`config.mk`:
```
export PLATFORM = sky130hd
export DESIGN_NAME = pwm_sample_player_flat
export DESIGN_NICKNAME = d
export VERILOG_FILES = /design/src/rtl/pwm_sample_player_if.sv /design/src/rtl/pwm_sample_player.sv /design/src/flat_wrapper.sv
export SDC_FILE = /design/constraint.sdc
export NUM_CORES = 1
export LEC_CHECK = 0
export BUFFER_PORTS_ARGS = -buffer_cell sky130_fd_sc_hd__buf_2
export CAP_MARGIN = 20
export CORE_UTILIZATION = 45
export DETAILED_ROUTE_END_ITERATION = 8
export PLACE_DENSITY = 0.62
export SETUP_SLACK_MARGIN = 0.05
export SLEW_MARGIN = 40
export SYNTH_ARGS = -nofsm -noshare
export SYNTH_HDL_FRONTEND = slang
export SYNTH_SLANG_ARGS = --single-unit
```
`constraint.sdc`:
```
create_clock -name clock -period 5.2 [get_ports clock]
set_input_delay 0.26 -clock clock [delete_from_list [all_inputs] [get_ports clock]]
set_output_delay 0.26 -clock clock [all_outputs]
set_load 0.01 [all_outputs]
```
`src/rtl/pwm_sample_player_if.sv`:
```
`default_nettype none
// ============================================================================
// Module      : pwm_sample_player_if
// Description : Valid/ready sample handshake into the PWM sample player.
// Revision    : 1.0  initial release
// ============================================================================
interface pwm_sample_player_if #(
    parameter int SAMPLE_W = 8
) ();
    logic [SAMPLE_W-1:0] sample_in;
    logic                sample_valid;
    logic                sample_ready;

    modport master (output sample_in, output sample_valid, input  sample_ready);
    modport slave  (input  sample_in, input  sample_valid, output sample_ready);
endinterface
`default_nettype wire

```
`src/rtl/pwm_sample_player.sv`:
```
`default_nettype none
// ============================================================================
// Module      : pwm_sample_player
// Description : FIFO-buffered PWM output stage, one sample per PWM period,
//               with a sticky underrun flag.
// Revision    : 1.0  initial release
// ============================================================================
module pwm_sample_player #(
    parameter int SAMPLE_W   = 8,
    parameter int FIFO_DEPTH = 4,
    parameter int PRESCALE   = 1,
    parameter bit SIGNED_IN  = 1'b1,
    parameter int IDLE_LEVEL = 128
) (
    input  logic                          clock,
    input  logic                          reset,
    input  logic                          enable,
    pwm_sample_player_if.slave            sample_if,
    input  logic                          underrun_clr,
    output logic                          pwm_out,
    output logic                          period_strobe,
    output logic                          underrun,
    output logic [$clog2(FIFO_DEPTH):0]   fifo_level
);

    localparam int c_addr_w = $clog2(FIFO_DEPTH);
    localparam int c_lvl_w  = c_addr_w + 1;
    localparam int c_pre_w  = (PRESCALE > 1) ? $clog2(PRESCALE) : 1;

    localparam logic [SAMPLE_W-1:0] c_idle    = SAMPLE_W'(IDLE_LEVEL);
    localparam logic [SAMPLE_W-1:0] c_cnt_max = '1;
    localparam logic [c_pre_w-1:0]  c_pre_max = c_pre_w'(PRESCALE - 1);
    localparam logic [c_lvl_w-1:0]  c_full    = c_lvl_w'(FIFO_DEPTH);

    logic [SAMPLE_W-1:0] r_mem [FIFO_DEPTH];
    logic [c_addr_w-1:0] r_wr_ptr;
    logic [c_addr_w-1:0] r_rd_ptr;
    logic [c_lvl_w-1:0]  r_level;
    logic [c_pre_w-1:0]  r_pre;
    logic [SAMPLE_W-1:0] r_cnt;
    logic [SAMPLE_W-1:0] r_duty;

    logic                w_full;
    logic                w_empty;
    logic                w_push;
    logic                w_tick;
    logic                w_load;
    logic                w_pop;
    logic [SAMPLE_W-1:0] w_sample;

    // Signed input becomes offset binary by flipping the MSB.
    generate
        if (SIGNED_IN) begin : g_signed
            assign w_sample = {~sample_if.sample_in[SAMPLE_W-1], sample_if.sample_in[SAMPLE_W-2:0]};
        end else begin : g_unsigned
            assign w_sample = sample_if.sample_in;
        end
    endgenerate

    assign w_full                 = (r_level == c_full);
    assign w_empty                = (r_level == '0);
    assign sample_if.sample_ready = !w_full;
    assign w_push                 = sample_if.sample_valid && !w_full;
    assign w_tick                 = enable && (r_pre == c_pre_max);
    assign w_load                 = w_tick && (r_cnt == c_cnt_max);
    assign w_pop                  = w_load && !w_empty;
    assign fifo_level             = r_level;

    always_ff @(posedge clock) begin
        if (w_push) begin
            r_mem[r_wr_ptr] <= w_sample;
        end
    end

    always_ff @(posedge clock) begin
        if (reset) begin
            r_wr_ptr <= '0;
            r_rd_ptr <= '0;
            r_level  <= '0;
        end else begin
            if (w_push) begin
                r_wr_ptr <= r_wr_ptr + c_addr_w'(1);
            end
            if (w_pop) begin
                r_rd_ptr <= r_rd_ptr + c_addr_w'(1);
            end
            r_level <= r_level + c_lvl_w'(w_push) - c_lvl_w'(w_pop);
        end
    end

    // Counters park at zero while disabled so re-enabling starts a fresh period.
    always_ff @(posedge clock) begin
        if (reset || !enable) begin
            r_pre <= '0;
            r_cnt <= '0;
        end else begin
            r_pre <= w_tick ? '0 : r_pre + c_pre_w'(1);
            if (w_tick) begin
                r_cnt <= r_cnt + SAMPLE_W'(1);
            end
        end
    end

    always_ff @(posedge clock) begin
        if (reset) begin
            r_duty        <= c_idle;
            pwm_out       <= 1'b0;
            period_strobe <= 1'b0;
            underrun      <= 1'b0;
        end else begin
            pwm_out       <= enable && (r_cnt < r_duty);
            period_strobe <= w_load;
            if (!enable) begin
                r_duty <= c_idle;
            end else if (w_pop) begin
                r_duty <= r_mem[r_rd_ptr];
            end
            // A load finding the FIFO empty outranks a same-cycle clear.
            if (w_load && w_empty) begin
                underrun <= 1'b1;
            end else if (underrun_clr) begin
                underrun <= 1'b0;
            end
        end
    end

endmodule
`default_nettype wire

```
`src/flat_wrapper.sv`:
```
// flat-port wrapper written by rule: the top's interface ports become plain ports
module pwm_sample_player_flat 
#(
    parameter int SAMPLE_W   = 8,
    parameter int FIFO_DEPTH = 4,
    parameter int PRESCALE   = 1,
    parameter bit SIGNED_IN  = 1'b1,
    parameter int IDLE_LEVEL = 128
)
  (clock, reset, enable, underrun_clr, pwm_out, period_strobe, underrun, fifo_level, sample_if_sample_in, sample_if_sample_valid, sample_if_sample_ready);
  pwm_sample_player_if #(.SAMPLE_W(SAMPLE_W)) sample_if_i ();
  input  logic clock;
  input  logic reset;
  input  logic enable;
  input  logic underrun_clr;
  output logic pwm_out;
  output logic period_strobe;
  output logic underrun;
  output logic [$clog2(FIFO_DEPTH):0] fifo_level;
  input wire logic [$bits(sample_if_i.sample_in)-1:0] sample_if_sample_in;
  input wire logic [$bits(sample_if_i.sample_valid)-1:0] sample_if_sample_valid;
  output wire logic [$bits(sample_if_i.sample_ready)-1:0] sample_if_sample_ready;
  assign sample_if_i.sample_in = sample_if_sample_in;
  assign sample_if_i.sample_valid = sample_if_sample_valid;
  assign sample_if_sample_ready = sample_if_i.sample_ready;
  pwm_sample_player #(.SAMPLE_W(SAMPLE_W), .FIFO_DEPTH(FIFO_DEPTH), .PRESCALE(PRESCALE), .SIGNED_IN(SIGNED_IN), .IDLE_LEVEL(IDLE_LEVEL)) u_core (.clock(clock), .reset(reset), .enable(enable), .sample_if(sample_if_i), .underrun_clr(underrun_clr), .pwm_out(pwm_out), .period_strobe(period_strobe), .underrun(underrun), .fifo_level(fifo_level));
endmodule
```
## After elaboration in Yosys (flattened, before gate mapping)

Memory sizes are Yosys's and may differ from the RTL's. A register that Yosys moved wholly into a read port is not among the register bits.
Cells that the tools add are included.

- $add $sub $neg: 6
- $lt $le $gt $ge: 1
- Equal/unequal tests: 2
- Mux-type cells: 4
- Bitwise gates (word level): 3
- Reductions and logical operators: 14

Operators by type and width:

| operator | count |
|---|---|
| $add A8 B1 Y8 const B | 1 |
| $eq A8 B8 Y1 const B | 1 |
| $lt A8 B8 Y1 | 1 |
| $logic_and A1 B1 Y1 | 6 |
| $add A2 B1 Y2 const B | 2 |
| $mux W1 | 4 |
| $reduce_or A2 Y1 | 2 |
| $add A3 B1 Y3 | 1 |
| $eq A3 B3 Y1 const B | 1 |
| $logic_not A1 Y1 | 3 |
| $logic_not A3 Y1 | 1 |
| $not A1 Y1 | 3 |
| $sub A3 B1 Y3 | 1 |
| $reduce_bool A2 Y1 | 1 |
| $add A1 B1 Y1 const B | 1 |
| $logic_or A1 B1 Y1 | 1 |

- Bits in registers: 19
- Bits in writable memories: 32
- Input bits: 13
- Output and inout bits: 7
- Word-level logic and storage cells: 39
- Memories: 1

Memory list:

| name | depth | bits a word | rd ports | clocked after memory_dff | wr ports | line | text |
|---|---|---|---|---|---|---|---|
| u_core.r_mem | 4 | 8 | 1 | 1 | 1 | pwm_sample_player.sv:35 | `logic [SAMPLE_W-1:0] r_mem [FIFO_DEPTH];` |

## Depth between registers and ports, before layout

Gate-level depths: netlist of the first run.

- Depth after elaboration: 5
- Gate-level depth with buffers: 9
- Gate-level depth less buffers: 9

## Worst setup path before layout of the first run

OpenSTA, ideal clock, no wires.

- Kind: reg-to-reg
- Start: reg u_core.r_pre
- End: reg u_core.r_level[1], in the netlist u_core.fifo_level[1]
- Setup time: 0.117 ns
- Data arrival time: 1.901 ns
- Required time: 5.083 ns
- Slack: 3.182 ns
- Stages on the path, launching flop included: 9
- Path buffers: 0
- Clock period less this slack: 2.018 ns
- Cells stage by stage: dfxtp_1 and4b_2 nand2_2 nor3_1 ha_1 inv_1 ha_1 fa_1 nor2b_1

- Longest elaborated chain between the ends: 5

Ends and longest elaborated chain:

| item | line | text |
|---|---|---|
| from (decl) | pwm_sample_player.sv:39 | `logic [c_pre_w-1:0] r_pre;` |
| from (signal assigned) | pwm_sample_player.sv:97 | `r_pre <= w_tick ? '0 : r_pre + c_pre_w'(1);` |
| $not A1 Y1 | pwm_sample_player.sv:64 | `assign w_tick = enable && (r_pre == c_pre_max);` |
| $logic_and A1 B1 Y1 | pwm_sample_player.sv:64 |  |
| $logic_and A1 B1 Y1 | pwm_sample_player.sv:65 | `assign w_load = w_tick && (r_cnt == c_cnt_max);` |
| $logic_and A1 B1 Y1 | pwm_sample_player.sv:66 | `assign w_pop = w_load && !w_empty;` |
| net u_core.w_pop | pwm_sample_player.sv:48 | `logic w_pop;` |
| $sub A3 B1 Y3 | pwm_sample_player.sv:87 | `r_level <= r_level + c_lvl_w'(w_push) - c_lvl_w'(w_pop);` |
| to (signal assigned) | pwm_sample_player.sv:87 |  |
| to (decl) | pwm_sample_player.sv:38 | `logic [c_lvl_w-1:0] r_level;` |

The timed path passes the listed nets, and every way through them passes these cells.
A chain may end at the register's enable or synchronous reset.

## Worst setup path after layout of the first run

- Start: reg u_core.r_cnt[0]
- End: reg u_core.r_level[1], in the netlist u_core.fifo_level[1]

- Longest elaborated chain between the ends: 4

Ends and longest elaborated chain:

| item | line | text |
|---|---|---|
| from (decl) | pwm_sample_player.sv:40 | `logic [SAMPLE_W-1:0] r_cnt;` |
| from (signal assigned) | pwm_sample_player.sv:99 | `r_cnt <= r_cnt + SAMPLE_W'(1);` |
| $eq A8 B8 Y1 | pwm_sample_player.sv:65 |  |
| $logic_and A1 B1 Y1 | pwm_sample_player.sv:65 |  |
| $logic_and A1 B1 Y1 | pwm_sample_player.sv:66 |  |
| net u_core.w_pop | pwm_sample_player.sv:48 |  |
| $sub A3 B1 Y3 | pwm_sample_player.sv:87 |  |

The timed path passes the listed nets, and every way through them passes these cells.

==> results of run 1 <==
==> power groups by stage <==
stage / clock network (mW) / registers (mW) / logic, mW
floorplan: 0 / 0.557 / 0.0738
global placement: 0 / 0.555 / 0.105
detailed placement: 0 / 0.558 / 0.111
CTS: 0.413 / 0.548 / 0.112
global route: 0.433 / 0.551 / 0.124
finish: 0.398 / 0.548 / 0.109
==> final timing paths <==
| path | slack, ns | end |
|---|---|---|
| worst min-delay path | 0.13 | u_core.r_mem[1][0]$_DFFE_PP_ |
| worst min register to register | 0.47 | u_core.underrun$_SDFFE_PP0P_ |
| worst max-delay path | 3.00 | u_core.fifo_level[1]$_SDFF_PP0_ |
| worst max register to register | 3.00 | u_core.fifo_level[1]$_SDFF_PP0_ |
==> cells in the final DEF (no fill, tap or decap), drive strengths merged <==
master and instances:
nor2 22, conb 1, mux4 8, o21ai 2
nand2b 3, a21oi 3, nor2b 4, bufinv 1
a211o 1, clkinvlp 1, and3 1, nand4b 1
fa 1, dfxtp 27, xor2 6, edfxtp 32
mux2i 9, nand4 5, xnor2 5, nand4bb 1
clkinv 4, and2 4, a21boi 1, buf 19
clkbuf 9, nand2 2, a211oi 1, a21o 1
and2b 1, ha 14, nor3 3, o311a 1
inv 17, or3 2, and4b 1
==> critical path: stages (launching register included) <==
cell     delay, ns
dfxtp_1       0.43
ha_1          0.31
nand2_2       0.11
nor3_1        0.21
ha_1          0.26
inv_1         0.07
ha_1          0.15
fa_1          0.41
nor2b_1       0.14
==> layout make-up <==
type / instances / area share
Sequential cell: 59 / 0.5261
Multi-Input combinational cell: 104 / 0.3218
Clock buffer: 9 / 0.04340
Timing Repair Buffer: 19 / 0.03332
Tap cell: 70 / 0.03069
Clock inverter: 7 / 0.02367
Inverter: 16 / 0.02104
==> kinds of logic after synthesis <==
| logic type | count (synthesis) | share of synthesized area |
|---|---|---|
| buffers and inverters | 22 | 0.03781 |
| AO/OA/AOI/OAI | 10 | 0.02786 |
| other | 1 | 0.001491 |
| multiplexers | 17 | 0.1075 |
| flip-flops | 59 | 0.5970 |
| adder cells (fa/ha/maj) | 15 | 0.07761 |
| AND/OR/NAND/NOR | 50 | 0.1124 |
| XOR/XNOR | 11 | 0.03831 |
==> layer usage <==
metal  global-route usage  vias up  part of all wire  wire length, um
met5                    0        -                 0                0
met3              0.08810       17             0.041              171
met2               0.2705       28              0.51             2107
met4              0.09808        0             0.039              161
met1               0.1655      675              0.41             1728
li1                     -      702                 -                -
==> sequential cells by signal, indices dropped and copies added (netlist names) <==
name	cells
u_core.r_cnt	8
u_core.period_strobe	1
u_core.r_duty	8
u_core.r_pre	1
u_core.underrun	1
u_core.fifo_level	3
u_core.r_rd_ptr	2
u_core.r_wr_ptr	2
u_core.r_mem	32
u_core.pwm_out	1
==> per-stage QoR <==
step | instance area, um2 | hold WS (ns) | worst slack, ns
after detailed placement | 2663 | 0.4639 | 3.023
final | 2854 | 0.1342 | 3.002
after floorplan | 2515 | 0.3589 | 3.182
after CTS | 2854 | 0.1147 | 3.017
after global placement | 2663 | 0.4577 | 3.099
after global routing | 2854 | 0.1058 | 2.851
==> flow_metrics.py, run 1 <==
metrics = {
    "outcome": {
        "status": "complete, no violations",
    },
    "synth": {
        "synth.yosys.seq_area_share": 0.5970,
        "syn_avg_cell_area_um2": 13.59,
        "ys_ff_latch": 59,
        "yosysMostFrequentCell": "edfxtp_1",
        "synth_common_cells": "edfxtp_1, dfxtp_1, nor2_1, inv_1, ha_1",
        "yosys.area.top_type": "edfxtp_1",
        "synth-edff-count": 32,
        "ys_types": 35,
        "synth_area_mm2": 0.002515,
        "async_flop_share": 0,
        "yosysWarnings": 0,
        "ys.flop_type": "edfxtp_1",
        "synthTopCellsByArea": "edfxtp_1, dfxtp_1, mux4_2",
        "syn-num-nets": 213,
        "netlist.area_leader.share": 0.3821,
        "synth_cells": 185,
    },
    "placed_design": {
        "portBuffers": 19,
        "dp_cells": 268,
        "dp_hpwl_mm": 2.958,
        "gp_congestion": 0.8947,
    },
    "floorplanning": {
        "initial_core_util": 0.4802,
        "core_area_mm2": 0.005238,
        "die-area_mm2": 0.005891,
        "die_y_um": 76.76,
        "fp-row-count": 26,
        "fp.dieW_um": 76.76,
        "num_io_pins": 20,
    },
    "drt": {
        "routed-via-count": 1422,
        "drt_iter0_markers": 26,
        "detail-route-antenna-nets": 0,
        "drcViolationCount": 0,
        "drt-pass1-iter-count": 4,
        "post_drt_wl_per_cell_um": 14.68,
        "routed_wl_mm": 4.168,
        "via_per_inst": 5.007,
    },
    "critical_path": {
        "r2r.worst_path.cells": 8,
        "worstReg2RegStart": "u_core.r_cnt[0]$_SDFFE_PP0P_",
        "critical_path_class": "reg -> reg",
        "required_ns": 5.43,
        "endpoint_kind": "flop",
        "crit_start": "u_core.r_cnt[0]$_SDFFE_PP0P_",
        "startpoint_type": "flop",
        "arrival_ns": 2.42,
        "crit_fanout": 6,
    },
    "sta": {
        "finalCriticalPeriod_ns": 2.198,
        "rsz0062_at_grt": "false",
        "slew_headroom": 0.5779,
        "hold_viol": 0,
        "fin_setup_tns_ns": 0,
        "worst_pin_slew_ns": 0.6332,
        "finalSetupViolCount": 0,
        "fmax_mhz": 455.0,
        "fin_worst_skew_ns": 0.002489,
        "drv_slew": 0,
        "finalCritPeriodShare": 0.4227,
    },
    "power_and_ir_drop": {
        "powerDensity_mw_per_mm2": 369.3,
        "internal-power_mw": 0.7990,
        "p_sw_frac": 0.2419,
        "seqPwrFrac": 0.520,
        "combPwrFrac": 0.103,
        "p_leak_nw": 1.114,
        "total_power_mw": 1.054,
        "ir_worst_vdd_mv": 0.2419,
        "p_clk_frac": 0.377,
        "power.switching_mw": 0.2549,
    },
    "layout": {
        "nNetsFinal": 237,
        "antennaDiodeCount": 0,
        "layout-drive-gt1-share": 0.2150,
        "n_fill_cell": 431,
        "multi_input_area_um2": 918.4,
        "stdcell_count": 284,
        "syn_to_final_growth_pct": 13.48,
        "regArea_mm2": 0.001501,
        "fin_util": 0.5449,
    },
    "grt": {
        "grt_overflow": 0,
        "antenna_found_initial": 0,
        "grt.total_usage": 0.1653,
        "grt_max_degree": 18,
        "grt_pass1_vias": 1517,
        "grt_pass1_wl_mm": 7.051,
    },
    "cts": {
        "cts_tree": "done",
        "clk_latency_ns": 0.33,
        "clock_sinks": 59,
        "cts-buffers-inserted": 9,
        "ctsResizeCount": 0,
        "clockBufferDepth": 2,
        "cts_hold_buf": 0,
        "htree_num_levels": 3,
        "clockRootBuffer": "clkbuf_8",
        "cts_setup_buffers": 0,
        "clk_pin_slew_ns": 0.06,
    },
    "hold_path": {
        "hp-class": "in -> reg",
        "hold_depth": 1,
        "hold_start": "sample_if_sample_in[0]",
    },
    "flow_run": {
        "max-cap-violations": 0,
    },
}
(Power assumes the default switching activity.)
==> inputs of run 2 (changes only) <==
--- a/config.mk
+++ b/config.mk
@@ -9,7 +9,7 @@
 export CAP_MARGIN = 20
 export CORE_UTILIZATION = 45
 export DETAILED_ROUTE_END_ITERATION = 8
-export PLACE_DENSITY = 0.62
+export PLACE_DENSITY = 0.64
 export SETUP_SLACK_MARGIN = 0.05
 export SLEW_MARGIN = 40
 export SYNTH_ARGS = -nofsm -noshare
==> constraint.sdc (replaced) <==
create_clock -name clock -period 1.8 [get_ports clock]
set_input_delay 0.09 -clock clock [delete_from_list [all_inputs] [get_ports clock]]
set_output_delay 0.09 -clock clock [all_outputs]
set_load 0.01 [all_outputs]
==> flow_metrics.py, run 2 (synthesis results as in run 1) <==
metrics = {
    "placed_design": {
        "dp_hpwl_mm": 3.218,
        "portBuffers": 19,
        "gp_congestion": 0.7685,
    },
    "grt": {
        "antenna_found_initial": 0,
        "gr-usage-met2": 0.2920,
        "grt_overflow": 0,
        "grt_pass1_vias": 1604,
        "grt.busiest_layer": "met2",
        "grt.total_usage": 0.1749,
        "grt_pass1_wl_mm": 7.527,
        "grt_max_degree": 18,
        "grt_util_met1": 0.1959,
        "grt_use_met3": 0.06310,
    },
    "sta": {
        "finalCriticalPeriod_ns": 1.883,
        "holdWs_ns": 0.02441,
        "finalCritPeriodShare": 1.046,
        "rsz0062_at_grt": "true",
        "worst_pin_slew_ns": 0.6828,
        "setup_ws_ns": -0.08256,
        "fin_worst_skew_ns": 0.009355,
        "finalSetupViolCount": 2,
        "slew_headroom": 0.5448,
        "fmax_mhz": 531.2,
        "fin_setup_tns_ns": -0.1332,
        "drv_slew": 0,
        "hold_viol": 0,
    },
    "drt": {
        "drcViolationCount": 0,
        "drt_iter0_markers": 71,
        "routed-via-count": 1537,
        "via_per_inst": 4.895,
        "detail-route-antenna-nets": 0,
        "drt-pass1-iter-count": 5,
        "routed_wl_mm": 4.521,
        "post_drt_wl_per_cell_um": 14.40,
    },
    "layout": {
        "n_fill_cell": 426,
        "layout-drive-gt1-share": 0.3320,
        "syn_to_final_growth_pct": 24.53,
        "nNetsFinal": 267,
        "regMostFlops": "u_core.r_mem",
        "fin_util": 0.5979,
        "antennaDiodeCount": 0,
        "largest_reg_flops": 32,
        "layout_common_cells": "edfxtp_1, dfxtp_1, buf_4, nor2_1, buf_2",
        "final_common_cell": "edfxtp_1",
        "reg.largest.list": "u_core.r_mem (32), u_core.r_cnt (8), u_core.r_duty (8)",
    },
    "critical_path": {
        "startpoint_type": "flop",
        "arrival_ns": 2.11,
        "critical_path_class": "reg -> reg",
        "worstReg2RegStart": "u_core.r_pre$_SDFF_PP0_",
        "required_ns": 2.03,
        "reg2reg_to": "u_core.fifo_level[1]$_SDFF_PP0_",
        "rrSetupSlack_ns": -0.08,
        "crit_fanout": 2,
        "endpoint_kind": "flop",
        "r2r.worst_path.cells": 8,
    },
    "floorplanning": {
        "core_area_mm2": 0.005238,
        "die_y_um": 76.76,
        "die-area_mm2": 0.005891,
        "initial_core_util": 0.4802,
        "fp.dieW_um": 76.76,
        "fp-row-count": 26,
        "num_io_pins": 20,
    },
    "hold_path": {
        "hold_depth": 3,
        "holdPathEnd": "u_core.underrun$_SDFFE_PP0P_",
        "hp-class": "in -> reg",
        "hold_start": "underrun_clr",
    },
    "cts": {
        "clockBufferDepth": 2,
        "clk_pin_slew_ns": 0.07,
        "clock_sinks": 59,
        "cts_tree": "done",
        "htree_num_levels": 3,
        "clk_latency_ns": 0.33,
        "clockRootBuffer": "clkbuf_8",
        "cts-buffers-inserted": 9,
    },
    "power_and_ir_drop": {
        "powerDensity_mw_per_mm2": 1004,
        "total_power_mw": 3.145,
        "ir_worst_vdd_mv": 0.5655,
        "p_leak_nw": 1.260,
    },
    "outcome": {
        "violations": "negative setup slack",
        "status": "finished, violations left",
    },
    "flow_run": {
        "max-cap-violations": 0,
    },
}
run 2: per-layer routing:
metal  vias up  share of wire
li1        762              -
met1       738           0.44
met2        31           0.52
met3         6          0.033
met4         0         0.0069
met5         -              0
run 2: final cells by class:
cell class / instances / area, um2 / share of cell area
well taps: 70 / 87.58 / 0.02797
clock buffers: 9 / 123.9 / 0.03955
inverters: 16 / 60.06 / 0.01918
repair buffers: 49 / 337.8 / 0.1079
multi-input cells: 104 / 950.9 / 0.3036
clock inverters: 7 / 68.82 / 0.02197
flip-flops and latches: 59 / 1503 / 0.4798
run 2: worst max-delay path by stage:
stage | startpoint | endpoint | slack [ns]
floorplan | u_core.r_pre$_SDFF_PP0_ | u_core.fifo_level[1]$_SDFF_PP0_ | -0.11
global placement | u_core.r_pre$_SDFF_PP0_ | u_core.fifo_level[1]$_SDFF_PP0_ | -0.02
detailed placement | u_core.r_pre$_SDFF_PP0_ | u_core.fifo_level[1]$_SDFF_PP0_ | -0.04
CTS | u_core.r_pre$_SDFF_PP0_ | u_core.fifo_level[1]$_SDFF_PP0_ | -0.04
global route | u_core.r_pre$_SDFF_PP0_ | u_core.fifo_level[1]$_SDFF_PP0_ | -0.17
finish | u_core.r_pre$_SDFF_PP0_ | u_core.fifo_level[1]$_SDFF_PP0_ | -0.08
run 2: power breakdown:
part | total, mW | leakage [nW] | internal [mW] | switching, mW
Combinational | 0.419 | 0.651 | 0.211 | 0.209
Sequential | 1.57 | 0.513 | 1.53 | 0.0398
Clock | 1.16 | 0.0966 | 0.633 | 0.523
run 2: timing repair:
action                                  CTS  global route
hold endpoints to repair                 28             0
setup buffers                             0             1
hold buffers                              7             0
pin swaps                                 1             4
resized for setup                         0             8
endpoints found under the setup margin    2            18
run 2: worst max-delay path: stages (launching register included):
cell	delay [ns]
dfxtp_2	0.31
and4b_2	0.28
nand2_2	0.07
nor3_2	0.15
ha_1	0.25
inv_2	0.07
ha_4	0.12
fa_2	0.40
nor2b_1	0.13
run 2: through the flow:
stage / setup slack [ns] / cells / area [um2]
4_1_cts: -0.04194 / 313 / 3104
6_report: -0.08256 / 314 / 3132
5_1_grt: -0.1688 / 314 / 3132
2_1_floorplan: -0.1144 / 185 / 2529
3_5_place_dp: -0.03862 / 290 / 2841
3_3_place_gp: -0.02448 / 290 / 2841
